===== src/rtl/nfc_arb_pkg.sv =====
// nfc_arb_pkg: shared state type, requester ids and constants for the NFC command arbiter
package nfc_arb_pkg;

    typedef enum logic [1:0] {
        IDLE      = 2'd0,
        ISSUE     = 2'd1,
        WAIT_DONE = 2'd2,
        RESP      = 2'd3
    } arb_state_t;

    localparam logic       REQ_DET       = 1'b0;
    localparam logic       REQ_AUTH      = 1'b1;
    localparam logic [7:0] TIMEOUT_RDATA = 8'hFF;

    // With both eligible the favoured requester wins, otherwise whichever is eligible
    function automatic logic rr_pick(input logic elig0, input logic elig1, input logic favour);
        return (elig0 && elig1) ? favour : elig1;
    endfunction

endpackage


===== src/rtl/nfc_arb_watchdog.sv =====
// nfc_arb_watchdog: down-counter that reloads on load and flags expiry when it reaches zero while running
module nfc_arb_watchdog #(
    parameter logic [31:0] LOAD = 32'd1024
) (
    input  logic clk,
    input  logic rst_n,
    input  logic i_load,
    input  logic i_run,
    output logic o_expired
);

    logic [31:0] r_cnt;

    // Reload on entry to the guarded wait, count down while it lasts
    always_ff @(posedge clk or negedge rst_n) begin
        if (!rst_n)
            r_cnt <= '0;
        else if (i_load)
            r_cnt <= LOAD;
        else if (i_run && r_cnt != 32'd0)
            r_cnt <= r_cnt - 32'd1;
    end

    assign o_expired = i_run && (r_cnt == 32'd0);

endmodule


===== src/rtl/nfc_cmd_arbiter.sv =====
// nfc_cmd_arbiter: registered round-robin arbiter sharing the MFRC522 register port between detector and auth.
// Define NFC_ARB_TIMEOUT_EN to abort a command that waits longer than TIMEOUT_CYCLES for completion.
module nfc_cmd_arbiter
    import nfc_arb_pkg::*;
#(
    parameter logic [31:0] TIMEOUT_CYCLES = 32'd1024
) (
    input  logic       clk,
    input  logic       rst_n,
    input  logic       r0_cmd_valid,
    output logic       r0_cmd_ready,
    input  logic       r0_cmd_write,
    input  logic [5:0] r0_cmd_addr,
    input  logic [7:0] r0_cmd_wdata,
    output logic [7:0] r0_cmd_rdata,
    output logic       r0_cmd_done,
    input  logic       r1_cmd_valid,
    output logic       r1_cmd_ready,
    input  logic       r1_cmd_write,
    input  logic [5:0] r1_cmd_addr,
    input  logic [7:0] r1_cmd_wdata,
    output logic [7:0] r1_cmd_rdata,
    output logic       r1_cmd_done,
    input  logic       r1_lock,
    output logic       nfc_cmd_valid,
    output logic       nfc_cmd_write,
    output logic [5:0] nfc_cmd_addr,
    output logic [7:0] nfc_cmd_wdata,
    input  logic       nfc_cmd_ready,
    input  logic [7:0] nfc_cmd_rdata,
    input  logic       nfc_cmd_done,
    output logic       grant_id,
    output logic       arb_busy,
    output logic       timeout_err
);

    arb_state_t r_state, w_next;
    logic       r_rr;
    logic       r_grant;
    logic       r_write;
    logic [5:0] r_addr;
    logic [7:0] r_wdata;
    logic [7:0] r_rdata0;
    logic [7:0] r_rdata1;
    logic       w_elig0;
    logic       w_elig1;
    logic       w_pick;
    logic       w_accept;
    logic       w_expired;
    logic       w_finish;
    logic [7:0] w_resp_data;

    // State register; reset aborts any in-flight command
    always_ff @(posedge clk or negedge rst_n) begin
        if (!rst_n)
            r_state <= IDLE;
        else
            r_state <= w_next;
    end

    // Eligibility, round-robin selection and next state
    always_comb begin
        w_next   = r_state;
        w_accept = 1'b0;
        w_elig0  = r0_cmd_valid && !r1_lock;
        w_elig1  = r1_cmd_valid;
        w_pick   = rr_pick(w_elig0, w_elig1, r_rr);
        case (r_state)
            IDLE: begin
                if (w_elig0 || w_elig1) begin
                    w_accept = 1'b1;
                    w_next   = ISSUE;
                end
            end
            ISSUE:     w_next = nfc_cmd_ready ? WAIT_DONE : ISSUE;
            WAIT_DONE: w_next = (nfc_cmd_done || w_expired) ? RESP : WAIT_DONE;
            default:   w_next = IDLE;
        endcase
    end

    assign w_finish    = (r_state == WAIT_DONE) && (nfc_cmd_done || w_expired);
    assign w_resp_data = nfc_cmd_done ? nfc_cmd_rdata : TIMEOUT_RDATA;

    // Capture the winner's fields and move the pointer away from it
    always_ff @(posedge clk or negedge rst_n) begin
        if (!rst_n) begin
            r_rr    <= REQ_DET;
            r_grant <= REQ_DET;
            r_write <= 1'b0;
            r_addr  <= '0;
            r_wdata <= '0;
        end else if (w_accept) begin
            r_rr    <= !w_pick;
            r_grant <= w_pick;
            r_write <= w_pick ? r1_cmd_write : r0_cmd_write;
            r_addr  <= w_pick ? r1_cmd_addr  : r0_cmd_addr;
            r_wdata <= w_pick ? r1_cmd_wdata : r0_cmd_wdata;
        end
    end

    // Response data goes only to the owner and is held until its next completion
    always_ff @(posedge clk or negedge rst_n) begin
        if (!rst_n) begin
            r_rdata0 <= '0;
            r_rdata1 <= '0;
        end else if (w_finish && r_grant == REQ_AUTH) begin
            r_rdata1 <= w_resp_data;
        end else if (w_finish) begin
            r_rdata0 <= w_resp_data;
        end
    end

`ifdef NFC_ARB_TIMEOUT_EN
    logic r_timeout;

    nfc_arb_watchdog #(
        .LOAD(TIMEOUT_CYCLES)
    ) u_wdog (
        .clk      (clk),
        .rst_n    (rst_n),
        .i_load   (r_state == ISSUE && nfc_cmd_ready),
        .i_run    (r_state == WAIT_DONE),
        .o_expired(w_expired)
    );

    // Remember whether the response being delivered is an abort; a real done on the last cycle wins
    always_ff @(posedge clk or negedge rst_n) begin
        if (!rst_n)
            r_timeout <= 1'b0;
        else if (w_finish)
            r_timeout <= !nfc_cmd_done;
    end

    assign timeout_err = (r_state == RESP) && r_timeout;
`else
    logic w_unused_timeout;

    assign w_unused_timeout = ^TIMEOUT_CYCLES;
    assign w_expired        = 1'b0;
    assign timeout_err      = 1'b0;
`endif

    assign r0_cmd_ready  = w_accept && (w_pick == REQ_DET);
    assign r1_cmd_ready  = w_accept && (w_pick == REQ_AUTH);
    assign r0_cmd_done   = (r_state == RESP) && (r_grant == REQ_DET);
    assign r1_cmd_done   = (r_state == RESP) && (r_grant == REQ_AUTH);
    assign r0_cmd_rdata  = r_rdata0;
    assign r1_cmd_rdata  = r_rdata1;
    assign nfc_cmd_valid = (r_state == ISSUE);
    assign nfc_cmd_write = r_write;
    assign nfc_cmd_addr  = r_addr;
    assign nfc_cmd_wdata = r_wdata;
    assign grant_id      = r_grant;
    assign arb_busy      = (r_state != IDLE);

endmodule


===== config.mk =====
export PLATFORM = sky130hd
export DESIGN_NAME = nfc_cmd_arbiter
export DESIGN_NICKNAME = d
export VERILOG_FILES = /design/src/rtl/nfc_arb_pkg.sv /design/src/rtl/nfc_arb_watchdog.sv /design/src/rtl/nfc_cmd_arbiter.sv
export SDC_FILE = /design/constraint.sdc
export NUM_CORES = 1
export LEC_CHECK = 0
export CORE_MARGIN = 4
export CORE_UTILIZATION = 54
export DETAILED_ROUTE_END_ITERATION = 6
export DONT_BUFFER_PORTS = 1
export PLACE_DENSITY = 0.69
export SYNTH_ARGS = -nofsm -noshare
export SYNTH_HDL_FRONTEND = slang
export SYNTH_SLANG_ARGS = --single-unit

===== constraint.sdc =====
create_clock -name clk -period 1.89 [get_ports clk]
set_clock_uncertainty 0.05 [all_clocks]
set_input_delay 0.378 -clock clk [delete_from_list [all_inputs] [get_ports clk]]
set_output_delay 0.378 -clock clk [all_outputs]
set_load 0.03 [all_outputs]

# Yosys cells after proc, flatten, opt, wreduce, memory -nomap -nowiden
# Index checks and enable logic that the tools add are counted.
# W data, S select, Z words.
[totals] ram_bits=0 latch_bits=0 romBits=0 output_inout_bits=39 regBits=35 word_cells=40 mem_count=0
[op_classes] div=0 n_reduce_logical=14 n_mul=0 add_sub_neg=0 n_bitwise=3 n_lt_le_gt_ge=0 n_eq_ne=4 shift=0 n_mux=11
[op_table] op="$mux W8" n=2
[op_table] op="$logic_and A1 B1 Y1" n=8
[op_table] op="$mux W6" n=1
[op_table] op="$pmux W2 S3" n=1
[op_table] op="$mux W1" n=5
[op_table] op="$eq A2 B2 Y1 const B" n=2
[op_table] op="$mux W2" n=2
[op_table] op="$not A1 Y1" n=3
[op_table] op="$eq A2 B1 Y1 const B" n=1
[op_table] op="$logic_not A1 Y1" n=2
[op_table] op="$logic_not A2 Y1" n=1
[op_table] op="$ne A2 B2 Y1 const B" n=1
[op_table] op="$reduce_and A2 Y1" n=1
[op_table] op="$reduce_bool A2 Y1" n=1
[op_table] op="$logic_or A1 B1 Y1" n=1

# Depth between registers and ports, before layout
[logic_depth] ltp_word=6 mapped_depth=6 mapped_depth_nobuf=3

# Worst setup path before layout
# OpenSTA, ideal clock, no wires.
[synth_path] path_type="register to output" start="register r_state[1]" end="output port r0_cmd_ready" setup_slack_ns=-0.207 arrival_ns=1.669 path_buffers=3 path_stages_with_launch=7 cell_sequence="dfrtp_1 -> or2_1 -> buf_6 -> a21o_1 -> buf_6 -> buf_8 -> a21oi_1"
[synth_via] elab_chain_cells=3
[synth_rtl] element="start, declared" line_no="nfc_cmd_arbiter.sv:37" rtl="arb_state_t r_state, w_next;"
[synth_rtl] element="start signal, assigned" line_no="nfc_cmd_arbiter.sv:58" rtl="r_state <= w_next;"
[synth_rtl] element="$logic_not A2 Y1" line_no="nfc_cmd_arbiter.sv:68" rtl="case (r_state)"
[synth_rtl] element="$mux W1" line_no="nfc_cmd_arbiter.sv:68"
[synth_rtl] element="$logic_and A1 B1 Y1" line_no="nfc_cmd_arbiter.sv:143" rtl="assign r0_cmd_ready = w_accept && (w_pick == REQ_DET);"
[synth_rtl] element="end, declared" line_no="nfc_cmd_arbiter.sv:11" rtl="output logic r0_cmd_ready,"
# Every way passes these cells.

# Worst setup path in the final report
[layout_path] start="register r_rr" end="output port r0_cmd_ready"
[layout_via] elab_chain_cells=3
[layout_rtl] element="start, declared" line_no="nfc_cmd_arbiter.sv:38" rtl="logic r_rr;"
[layout_rtl] element="start signal, assigned" line_no="nfc_cmd_arbiter.sv:93" rtl="r_rr <= !w_pick;"
[layout_rtl] element="$mux W1" line_no="nfc_arb_pkg.sv:17" rtl="return (elig0 && elig1) ? favour : elig1;"
[layout_rtl] element="$not A1 Y1" line_no="nfc_cmd_arbiter.sv:143"
[layout_rtl] element="$logic_and A1 B1 Y1" line_no="nfc_cmd_arbiter.sv:143"
# Every way passes these cells.

==> reports/metrics.csv <==
metric,value,unit
First-pass DRT Iterations,4,
CP required,1.46,ns
clock buffer depth,2,
initial antenna violation count,0,
Final Cycle Share,98.93,%
status,finished clean,
"Core Util, Final",61.35,%
area of the multi-input gates,865.8,um2
die area,0.004509,mm2
Max Cap Violations,0,
Hold Fails Final Rpt,0,
number of synthesized register bits,35,
vias in the first global route,1363,
IO Count,84,
post-synthesis cell count,167,
placer congestion estimate,0.7705,
Achievable Freq,534.8,MHz
pwr dens,1791,mW/mm2
share of layout cells above drive strength 1,35.59,%
Hold Crit Class,in2reg,
number of different library cells in the post-synthesis netlist,30,
maximum VDD drop,0.0007513,V
Rows,21,
Syn Std Cell Area,0.001889,mm2
most frequent cells in the layout,"dfrtp_1, inv_1, o21ai_0, and2_1",
DRT iter0 DRCs,31,
Avg WL per Cell,18.91,um
syn nets,212,
CTS H-tree lvls,2,
Syn-to-layout area delta,9.205,%
final wirelength,4216,um
DR DRC count,0,
number of diodes,0,
DR vias,1315,
RSZ-0062 raised after global routing,yes,
Starting Density,56.18,%
Period minus WS final,1.870,ns
TritonCTS Sinks,35,
Setup CP Type,reg2out,
Leak Pwr,0.9051,nW
Worst Setup Start Kind,register,
remaining global-route overflow,0,
Final nets,221,
die width,67.15,um
Post-Layout Cell Count,223,
Num CTS Buffers,5,
CP Capture Type,primary output,
Skew-Pair Late Insertion Delay,0.32,ns
final max-slew violation count,0,
Vias/cell,5.897,
die height,67.15,um
global-route wire length before repair,6479,um
CTS tree,built,
sequential area share after synthesis,46.36,%
fillers,307,
post-route ant nets,0,
Yosys warning count,0,
Core Area,0.003363,mm2
GRT Total Usage,19.44,%
Clock transition at path regs,0.10,ns
worst hold slack,0.1338,ns
placed insts,207,
syn avg cell area,11.31,um2
WP data arrival,1.44,ns
buffers added on ports,0,
CTS root buf,clkbuf_4,
Final Setup Violations,0,
sequential cell area,877.1,um2
dpl hpwl,3065,um
"leading cell type in the layout, fill and taps excluded",dfrtp_1,
Worst R2R Setup Slack,0.20,ns
maximum fanout along the worst path,4,
largest net degree at the start of global routing,36,
## final timing paths
kind                               endpoint  depth (start not counted)        startpoint
max                            r0_cmd_ready                          2              r_rr
min                         r1_cmd_rdata[1]                          1  nfc_cmd_rdata[1]
max reg2reg                 r0_cmd_rdata[2]                          4        r_state[0]
min reg2reg                      r_state[0]                          2        r_state[1]
max in group asynchronous          grant_id                          2             rst_n
min in group asynchronous  nfc_cmd_wdata[5]                          2             rst_n
## logic make-up (layout without fill, tap and decap cells)
family                 Yosys count  after routing  share of synthesized area [%]
flip-flops                      35             35                          46.36
AND/OR/NAND/NOR                 31             31                          9.934
AO/OA/AOI/OAI                   49             49                          23.31
multiplexers                    18             18                          10.86
other                            1              1                         0.1985
buffers and inverters           33             43                          9.337
## routing by layer
metal	track usage, %	share of wire, %	vias to the layer above
li1	-	-	608
met1	19.94	36	647
met2	36.44	55	52
met3	5.990	7.9	8
met5	0	0	-
met4	7.595	1.5	0
## where the power goes
| part | internal, mW | switching [mW] |
|---|---|---|
| clock network | 0.138 | 0.236 |
| logic | 0.600 | 0.655 |
| registers | 1.11 | 0.952 |
## worst max-delay path, cell delays in order (launching register included)
cell and delay, ns:
dfrtp_1 0.41, or3b_4 0.42, a21oi_4 0.29
## state kept, by name (all words and copies together) (netlist names)
| name | cells |
|---|---|
| nfc_cmd_wdata | 8 |
| r0_cmd_rdata | 8 |
| r1_cmd_rdata | 8 |
| nfc_cmd_addr | 6 |
| r_state | 2 |
| grant_id | 1 |
| nfc_cmd_write | 1 |
| r_rr | 1 |
## Yosys cell counts
cell	instances	area (um2)
nor2_2	1	6.260
buf_6	4	45.04
buf_2	3	15.01
and2b_1	1	7.510
o31ai_1	1	7.510
and2_1	16	100.1
or3b_1	1	8.760
a221oi_2	9	135.1
a22oi_2	8	100.1
mux2i_1	1	10.01
nand3b_1	1	7.510
a22oi_1	7	52.55
clkbuf_1	5	18.77
mux2_1	1	11.26
nand2_1	3	11.26
a221oi_1	6	52.55
dfrtp_1	35	875.8
a21oi_1	1	5.000
nor2_1	3	11.26
nor3b_1	2	15.01
conb_1	1	3.750
buf_8	1	15.01
mux2_4	1	15.01
buf_4	2	15.01
inv_1	18	67.56
mux2_2	15	168.9
or2_1	2	12.51
o21ai_0	16	80.08
or2b_1	1	7.510
a21o_1	1	7.510
## per-stage QoR
stage | TNS (ns) | cell area [um2] | total power [mW] | setup WS (ns)
2_1_floorplan | 0 | 1908 | 3.022 | 0.05474
3_3_place_gp | 0 | 1924 | 3.159 | 0.1919
3_5_place_dp | 0 | 1924 | 3.244 | 0.1750
4_1_cts | -0.01728 | 2054 | 3.732 | -0.01728
5_1_grt | -0.04870 | 2063 | 3.931 | -0.03463
6_report | 0 | 2063 | 3.696 | 0.02021
## final cells by class
| class | instances | share of cell area [%] |
|---|---|---|
| clock inverters | 3 | 0.7277 |
| clock buffers | 5 | 1.819 |
| well taps | 46 | 2.790 |
| repair buffers | 17 | 6.913 |
| multi-input cells | 99 | 41.96 |
| inverters | 18 | 3.275 |
| flip-flops and latches | 35 | 42.51 |
## repair_timing
action,4_1_cts,5_1_grt
pin swaps,2,2
resized for setup,3,1
hold buffers,2,0
setup endpoints to repair,2,3
endpoints found under the hold margin,35,0
setup buffers,5,1
Note: power is estimated with default switching activity, not from simulation.
